`src/rtl/pc_sequencer.sv`:
```
// pc_sequencer: next-PC controller for the fetch stage.
//   Selects the PC register load value (sequential, branch, jump, exception
//   vector), drives the PC hold, raises IF/ID and ID/EX flush strobes and
//   sequences boot warm-up, load-use stalls (with a timeout) and debug halt.
// Ports:
//   clock, reset_n     rising-edge clock, async active-low reset
//   pc_cur             current PC register value (fed back)
//   stall_req          load-use hazard, freeze PC
//   branch_taken/_target   EX-stage taken branch
//   jump_valid/jump_target ID-stage jump
//   exc_req            exception pulse -> EXC_VEC
//   halt_req, resume   debug halt entry / exit
//   next_pc            PC load value, zero-extended to 32 bits
//   pc_hold            1 = PC register keeps its value
//   flush_if, flush_id squash IF/ID, ID/EX contents
//   seq_state          BOOT=0 RUN=1 STALL=2 HALT=3
//   stall_timeout      sticky, set when a stall runs STALL_MAX cycles
module pc_sequencer #(
  parameter int              PC_W        = 8,
  parameter int              BOOT_CYCLES = 4,
  parameter logic [PC_W-1:0] EXC_VEC     = 8'h20,
  parameter int              STALL_MAX   = 15
) (
  input  logic            clock,
  input  logic            reset_n,
  input  logic [PC_W-1:0] pc_cur,
  input  logic            stall_req,
  input  logic            branch_taken,
  input  logic [PC_W-1:0] branch_target,
  input  logic            jump_valid,
  input  logic [PC_W-1:0] jump_target,
  input  logic            exc_req,
  input  logic            halt_req,
  input  logic            resume,
  output logic [31:0]     next_pc,
  output logic            pc_hold,
  output logic            flush_if,
  output logic            flush_id,
  output logic [2:0]      seq_state,
  output logic            stall_timeout
);

  localparam int BW = (BOOT_CYCLES > 1) ? $clog2(BOOT_CYCLES) : 1;
  localparam int SW = (STALL_MAX > 1) ? $clog2(STALL_MAX) : 1;
  localparam logic [BW-1:0] BOOT_LAST  = BW'(BOOT_CYCLES - 1);
  localparam logic [SW-1:0] STALL_LAST = SW'(STALL_MAX - 1);

  typedef enum logic [2:0] {
    S_BOOT  = 3'd0,
    S_RUN   = 3'd1,
    S_STALL = 3'd2,
    S_HALT  = 3'd3
  } state_t;

  state_t          state, state_nxt;
  logic [BW-1:0]   boot_cnt, boot_nxt;
  logic [SW-1:0]   stall_cnt, stall_nxt;
  logic            timeout_nxt;
  logic [PC_W-1:0] npc;

  always_ff @(posedge clock or negedge reset_n) begin
    if (!reset_n) begin
      state         <= S_BOOT;
      boot_cnt      <= '0;
      stall_cnt     <= '0;
      stall_timeout <= 1'b0;
    end else begin
      state         <= state_nxt;
      boot_cnt      <= boot_nxt;
      stall_cnt     <= stall_nxt;
      stall_timeout <= timeout_nxt;
    end
  end

  always_comb begin
    state_nxt   = state;
    boot_nxt    = boot_cnt;
    stall_nxt   = stall_cnt;
    timeout_nxt = stall_timeout;
    npc         = pc_cur;
    pc_hold     = 1'b1;
    flush_if    = 1'b0;
    flush_id    = 1'b0;
    unique case (state)
      S_BOOT: begin
        npc      = '0;
        boot_nxt = boot_cnt + 1'b1;
        if (boot_cnt == BOOT_LAST) state_nxt = S_RUN;
      end
      S_RUN, S_STALL: begin
        // Redirects and sequential fetch all leave the stall run, so the
        // counter defaults to cleared and only the stall path advances it.
        stall_nxt = '0;
        state_nxt = S_RUN;
        if (exc_req) begin
          npc      = EXC_VEC;
          pc_hold  = 1'b0;
          flush_if = 1'b1;
          flush_id = 1'b1;
        end else if (branch_taken) begin
          // Branch in EX is older than a jump in ID, so it wins.
          npc      = branch_target;
          pc_hold  = 1'b0;
          flush_if = 1'b1;
          flush_id = 1'b1;
        end else if (jump_valid) begin
          npc      = jump_target;
          pc_hold  = 1'b0;
          flush_if = 1'b1;
        end else if (halt_req) begin
          state_nxt = S_HALT;
        end else if (stall_req) begin
          flush_id = 1'b1;  // bubble into EX while IF/ID is frozen
          if (stall_cnt == STALL_LAST) begin
            timeout_nxt = 1'b1;
            state_nxt   = S_HALT;
          end else begin
            stall_nxt = stall_cnt + 1'b1;
            state_nxt = S_STALL;
          end
        end else begin
          npc     = pc_cur + PC_W'(1);  // wraps at all-ones
          pc_hold = 1'b0;
        end
      end
      S_HALT: begin
        stall_nxt = '0;
        if (resume) state_nxt = S_RUN;
      end
      default: begin
        state_nxt = S_BOOT;
      end
    endcase
  end

  assign next_pc   = 32'(npc);
  assign seq_state = state;

endmodule

```
`config.mk`:
```
export PLATFORM = sky130hd
export DESIGN_NAME = pc_sequencer
export DESIGN_NICKNAME = d
export VERILOG_FILES = /design/src/rtl/pc_sequencer.sv
export SDC_FILE = /design/constraint.sdc
export NUM_CORES = 1
export LEC_CHECK = 0
export CORE_ASPECT_RATIO = 1.4
export CORE_UTILIZATION = 40
export CTS_CLUSTER_SIZE = 28
export DETAILED_ROUTE_END_ITERATION = 16
export MAX_ROUTING_LAYER = met4
export PLACE_DENSITY = 0.86
export SYNTH_ARGS = -nofsm -noshare
export SYNTH_HDL_FRONTEND = slang
export SYNTH_SLANG_ARGS = --single-unit
```
`constraint.sdc`:
```
create_clock -name clock -period 4.6 [get_ports clock]
set_clock_uncertainty 0.15 [all_clocks]
set_input_delay 0.92 -clock clock [delete_from_list [all_inputs] [get_ports clock]]
set_output_delay 0.92 -clock clock [all_outputs]
set_load 0.01 [all_outputs]
```
* After elaboration in Yosys (flattened, before gate mapping)
Cells that the tools add are included.
** Storage, ports and cells
- Register bits :: 10
- Latch bits :: 0
- Memory bits (writable) :: 0
- ROM bits :: 0
- Bits of input ports :: 32
- Output and inout port bits :: 39
- Memories kept :: 0
** Operators by class
- $add $sub $neg :: 3
- Multipliers :: 0
- Divide/modulo/power cells :: 0
- Order comparisons :: 0
- Equal/unequal tests :: 7
- Shift operators :: 0
- Multiplexer cells :: 37
- Bitwise operators :: 4
- Reductions and logical operators :: 5
** Operators by type and width (count)
- $mux W8 :: 5
- $mux W4 :: 6
- $mux W1 :: 16
- $pmux W8 S2 :: 1
- $mux W2 :: 5
- $pmux W3 S3 :: 1
- $add A8 B1 Y8 const B :: 1
- $pmux W4 S2 :: 1
- $reduce_and A7 Y1 :: 1
- $eq A3 B2 Y1 const B :: 2
- $mux W3 :: 2
- $add A4 B1 Y4 const B :: 1
- $eq A4 B4 Y1 const B :: 1
- $ne A2 B2 Y1 const B :: 2
- $not A1 Y1 :: 4
- $eq A3 B1 Y1 const B :: 1
- $logic_not A3 Y1 :: 1
- $add A2 B1 Y2 const B :: 1
- $eq A2 B2 Y1 const B :: 1
- $reduce_and A2 Y1 :: 1
- $reduce_bool A2 Y1 :: 1
- $reduce_or A2 Y1 :: 1

* Longest topological paths before layout
- Depth after elaboration :: 8
- Mapped depth :: 7

* Least setup slack after synthesis
OpenSTA, ideal clock, no wires.
- Kind :: input to output
- Start :: in exc_req
- End :: out next_pc[7]
- Data arrival time :: 2.364 ns
- Path slack :: 1.166 ns
- Cell stages on the path :: 6
- Cell sequence :: clkbuf_1 > or3b_1 > buf_2 > nor3_1 > or4b_1 > nand4_1
** On the way
- Cells in the longest elaborated chain, start to end :: 2
** RTL lines
- start: declaration :: line 32 : input logic exc_req,
- $mux W8 :: line 95 : if (exc_req) begin
- $pmux W8 S2 :: line 84 : unique case (state)
- end: declaration :: line 35 : output logic [31:0] next_pc,
No other way between the ends.

* Worst setup path in the final report
- Start :: in stall_req
- End :: out next_pc[7]
** On the way
- Cells in the longest elaborated chain, start to end :: 6
** RTL lines
- start: declaration :: line 27 : input logic stall_req,
- $mux W8 :: line 112 : end else if (stall_req) begin
- $mux W8 :: line 110 : end else if (halt_req) begin
- $mux W8 :: line 106 : end else if (jump_valid) begin
- $mux W8 :: line 100 : end else if (branch_taken) begin
- $mux W8 :: line 95
- $pmux W8 S2 :: line 84
No other way between the ends.

==> impl.org <==
** Run status
- Result of the run :: complete, no violations

** Power
- Power share of the clock group :: 0.210
- Power spread over the standard cell area amounts to 179 nW/um^2.
- Of the total power, the share spent switching nets is 0.321.
- Of the total power, registers draw 0.338.
- The internal power of the cells totals 190 uW.
- Of the total power, combinational logic draws 0.452.
- IR drop worst, VDD :: 131 uV
- Total power of the final layout :: 280 uW
- In this run the static leakage power is 0.000681 uW.
- In this run the power spent charging and discharging nets is 90.1 uW.

** Synth
- Top cell type by total area after synthesis :: dfrtp_1
- The most used flip-flop cell after synthesis is dfrtp_1.
- Synthesis instantiated 43 different standard cells from the library.
- The synthesized design contains 0 enable-type register cells.
- Area share of the largest cell type after synthesis :: 0.195
- Yosys printed 0 warnings.
- Post-synthesis async set-or-reset flop share :: 1.00
- Post-synthesis area per instance :: 7.79 um^2
- Synthesized area :: 1150 um^2
- Synthesis-stage register bit count :: 9
- Cell types with the largest area share after synthesis :: dfrtp_1 20%, buf_4 16%, ha_1 6.5%
- Synthesized instance count :: 148
- Sequential cell area fraction in the yosys report :: 0.195

** Placement
- In this run the cell area measured after placement is 1540 um^2.
- Port Buffers :: 45
- HPWL after detailed placement :: 2200 um
- Final Wtd Congestion :: 0.824

** STA
- Timing would allow up to 224 MHz.
- The final max-slew violation count is 0.
- Setup repair after global routing left no endpoint under its margin.
- Dividing the final minimum period by the clock period gives 0.969.
- Setup violations remaining at the end of the flow were counted as 0.
- For the finished layout, the period the worst path requires is 4.46 ns.
- Adding up every negative setup slack in the final design gives 0 ns.
- The number of hold violations in the final report is 0.

** Critical path
- Counting cells, the worst reg-to-reg path comes to 6.
- At the worst endpoint, the required time is 3.53 ns.
- At the worst endpoint, the arrival time is 3.39 ns.
- Maximum fanout along the worst path :: 5
- The worst setup path is captured at an output port.
- The worst setup path is of the in2out kind.
- The worst setup path is launched from a primary input.

** Hold path
- In this run the worst hold path is classified as reg2reg.
- Counting instances, the worst hold path has a depth of 1.

** Clock tree
- The clock reaches the later pin of the worst-skew pair after 0.25 ns.
- The tree is rooted in a clkbuf_4.
- Post-CTS timing repair inserted 0 buffers for setup.
- After clock tree synthesis, the flow added hold-fix buffers numbering 0.
- Number of levels in the clock H-tree :: 1
- In this run the deepest clock path goes through 2 buffers.
- Clock-pin slew was measured on the worst setup and hold paths at 0.06 ns.
- TritonCTS built the clock tree.
- The number of clock buffers added by TritonCTS is 3.
- Gates resized during post-CTS repair numbered 0.
- CTS sink cnt :: 9

** Route
- The final route contains 1,155 vias.
- Detail Route Antenna Nets :: 0
- DRC violation count after routing :: 0
- Initial drt markers :: 13
- The first detailed-routing pass ran for 4 iterations.
- Dividing the detail-routed wire length by the instance count gives 11.9 um.
- The final layout contains routed wiring with a total length of 2710 um.
- After detailed routing, the number of vias per cell comes to 5.09.

** Die
- The total area inside the core boundary comes to 2670 um^2.
- Total number of placement rows :: 22
- Initial cell density of the core :: 0.432
- The die covers 3110 um^2.
- The floorplan step set the die width to 47.4 um.
- Total I/O pin count :: 71
- Overall die height :: 65.5 um

** Final layout
- Synth-to-Final Area Change :: 36.0%
- Commonest cells after routing, fill and taps aside :: 45 x clkdlybuf4s50_1, 25 x conb_1, 12 x nand2_1
- Total non-filler cell area in the finished layout :: 1570 um^2
- Fin nets :: 230
- Of the cells placed in the final design, the portion with a size suffix greater than 1 is 0.0576.
- Final core utilization :: 0.588
- The repair_antennas step left the layout with diodes totalling 0.
- The library cell used most frequently in the layout, excluding fill and tap cells, is clkdlybuf4s50_1.

** GRT
- Overall global routing resource usage :: 0.189
- Entering global routing, the biggest net connects 13 pins.
- Summed over all layers, the global routing overflow is 0.
- Number of antenna violations at the first check in global routing :: 0
- Global-route wire length before repair :: 4260 um
- The via count of the first global-routing pass was 1,067.

** Run
- Max-cap viol count :: 0
power by group through the flow:
| stage | logic (uW) | clock network [uW] | registers [uW] |
|---|---|---|---|
| after floorplan | 79.4 | 0 | 94.6 |
| after global placement | 126 | 0 | 95.2 |
| after detailed placement | 127 | 0 | 95.6 |
| after CTS | 127 | 62.2 | 94.2 |
| after global routing | 143 | 67.2 | 95.1 |
| final | 127 | 58.9 | 94.7 |
area by class of cell:
| class | count | area, um^2 |
|---|---|---|
| inverter | 10 | 37.5 |
| timing repair buffer | 48 | 473 |
| tap | 36 | 45.0 |
| multi-input combinational | 120 | 762 |
| sequential | 9 | 225 |
| clock buffer | 4 | 26.3 |
| fill | 272 | 1100 |
routing by layer:
metal  up-vias  wire [um]  track usage
met5         -          0            -
met4         0         46       0.0821
met3         4        154       0.0137
met2        49       1400        0.334
met1       529       1110        0.205
li1        573          -            -
worst max-delay path, stage by stage:
cell	delay, ns
clkdlybuf4s50_1	0.48
or3b_4	0.45
or3_4	0.41
or4b_1	0.50
nand4_1	0.09
clkdlybuf4s50_1	0.53
cell usage after synthesis, types with 2 or more instances:
| cell type | n |
|---|---|
| a221oi_1 | 4 |
| clkbuf_1 | 7 |
| a21oi_1 | 3 |
| nor2b_1 | 4 |
| dfrtp_1 | 9 |
| ha_1 | 6 |
| a22o_1 | 2 |
| nand3_1 | 3 |
| mux2_2 | 2 |
| o31ai_1 | 5 |
| buf_4 | 25 |
| inv_1 | 10 |
| xor2_1 | 2 |
| a32oi_1 | 2 |
| o21ai_0 | 10 |
| nor3b_1 | 3 |
| nor2_1 | 3 |
| nor3_1 | 3 |
| mux2i_1 | 2 |
| a311oi_1 | 2 |
| a21o_1 | 3 |
| nor4b_1 | 2 |
| nand2_1 | 12 |
| nor4_1 | 3 |
| nand4_1 | 2 |
| o31a_1 | 2 |
final timing paths:
| path | start | end | slack, ns |
|---|---|---|---|
| setup / recovery | stall_req | next_pc[7] | 0.14 |
| hold / removal | boot_cnt[0] | boot_cnt[0] | 0.33 |
| setup reg to reg | seq_state[1] | seq_state[0] | 2.71 |
| hold reg to reg | boot_cnt[0] | boot_cnt[0] | 0.33 |
| max in group asynchronous | reset_n | boot_cnt[1] | 3.20 |
| min in group asynchronous | reset_n | stall_cnt[2] | 0.81 |
per-stage QoR:
stage | std cells | worst slack, ns | hold WS [ns]
after global placement | 223 | 0.170 | 0.315
after global routing | 227 | 0.0611 | 0.350
after CTS | 227 | 0.148 | 0.328
after detailed placement | 223 | 0.149 | 0.316
final | 227 | 0.143 | 0.327
after floorplan | 172 | 1.17 | 0.295
registers in the layout (all words and copies together) (netlist names):
signal         count
boot_cnt           2
seq_state          2
stall_timeout      1
stall_cnt          4
logic make-up (layout without fill, tap and decap cells):
logic type,count (synthesis),in the layout,synth area share
compound gates,40,40,0.246
xor+xnor,2,2,0.0152
fa+ha+maj,6,6,0.0651
buf+inv,43,62,0.222
flops,9,9,0.195
mux,4,4,0.0369
other cells,1,25,0.00325
simple gates,43,43,0.216
Note: power is estimated with default switching activity, not from simulation.
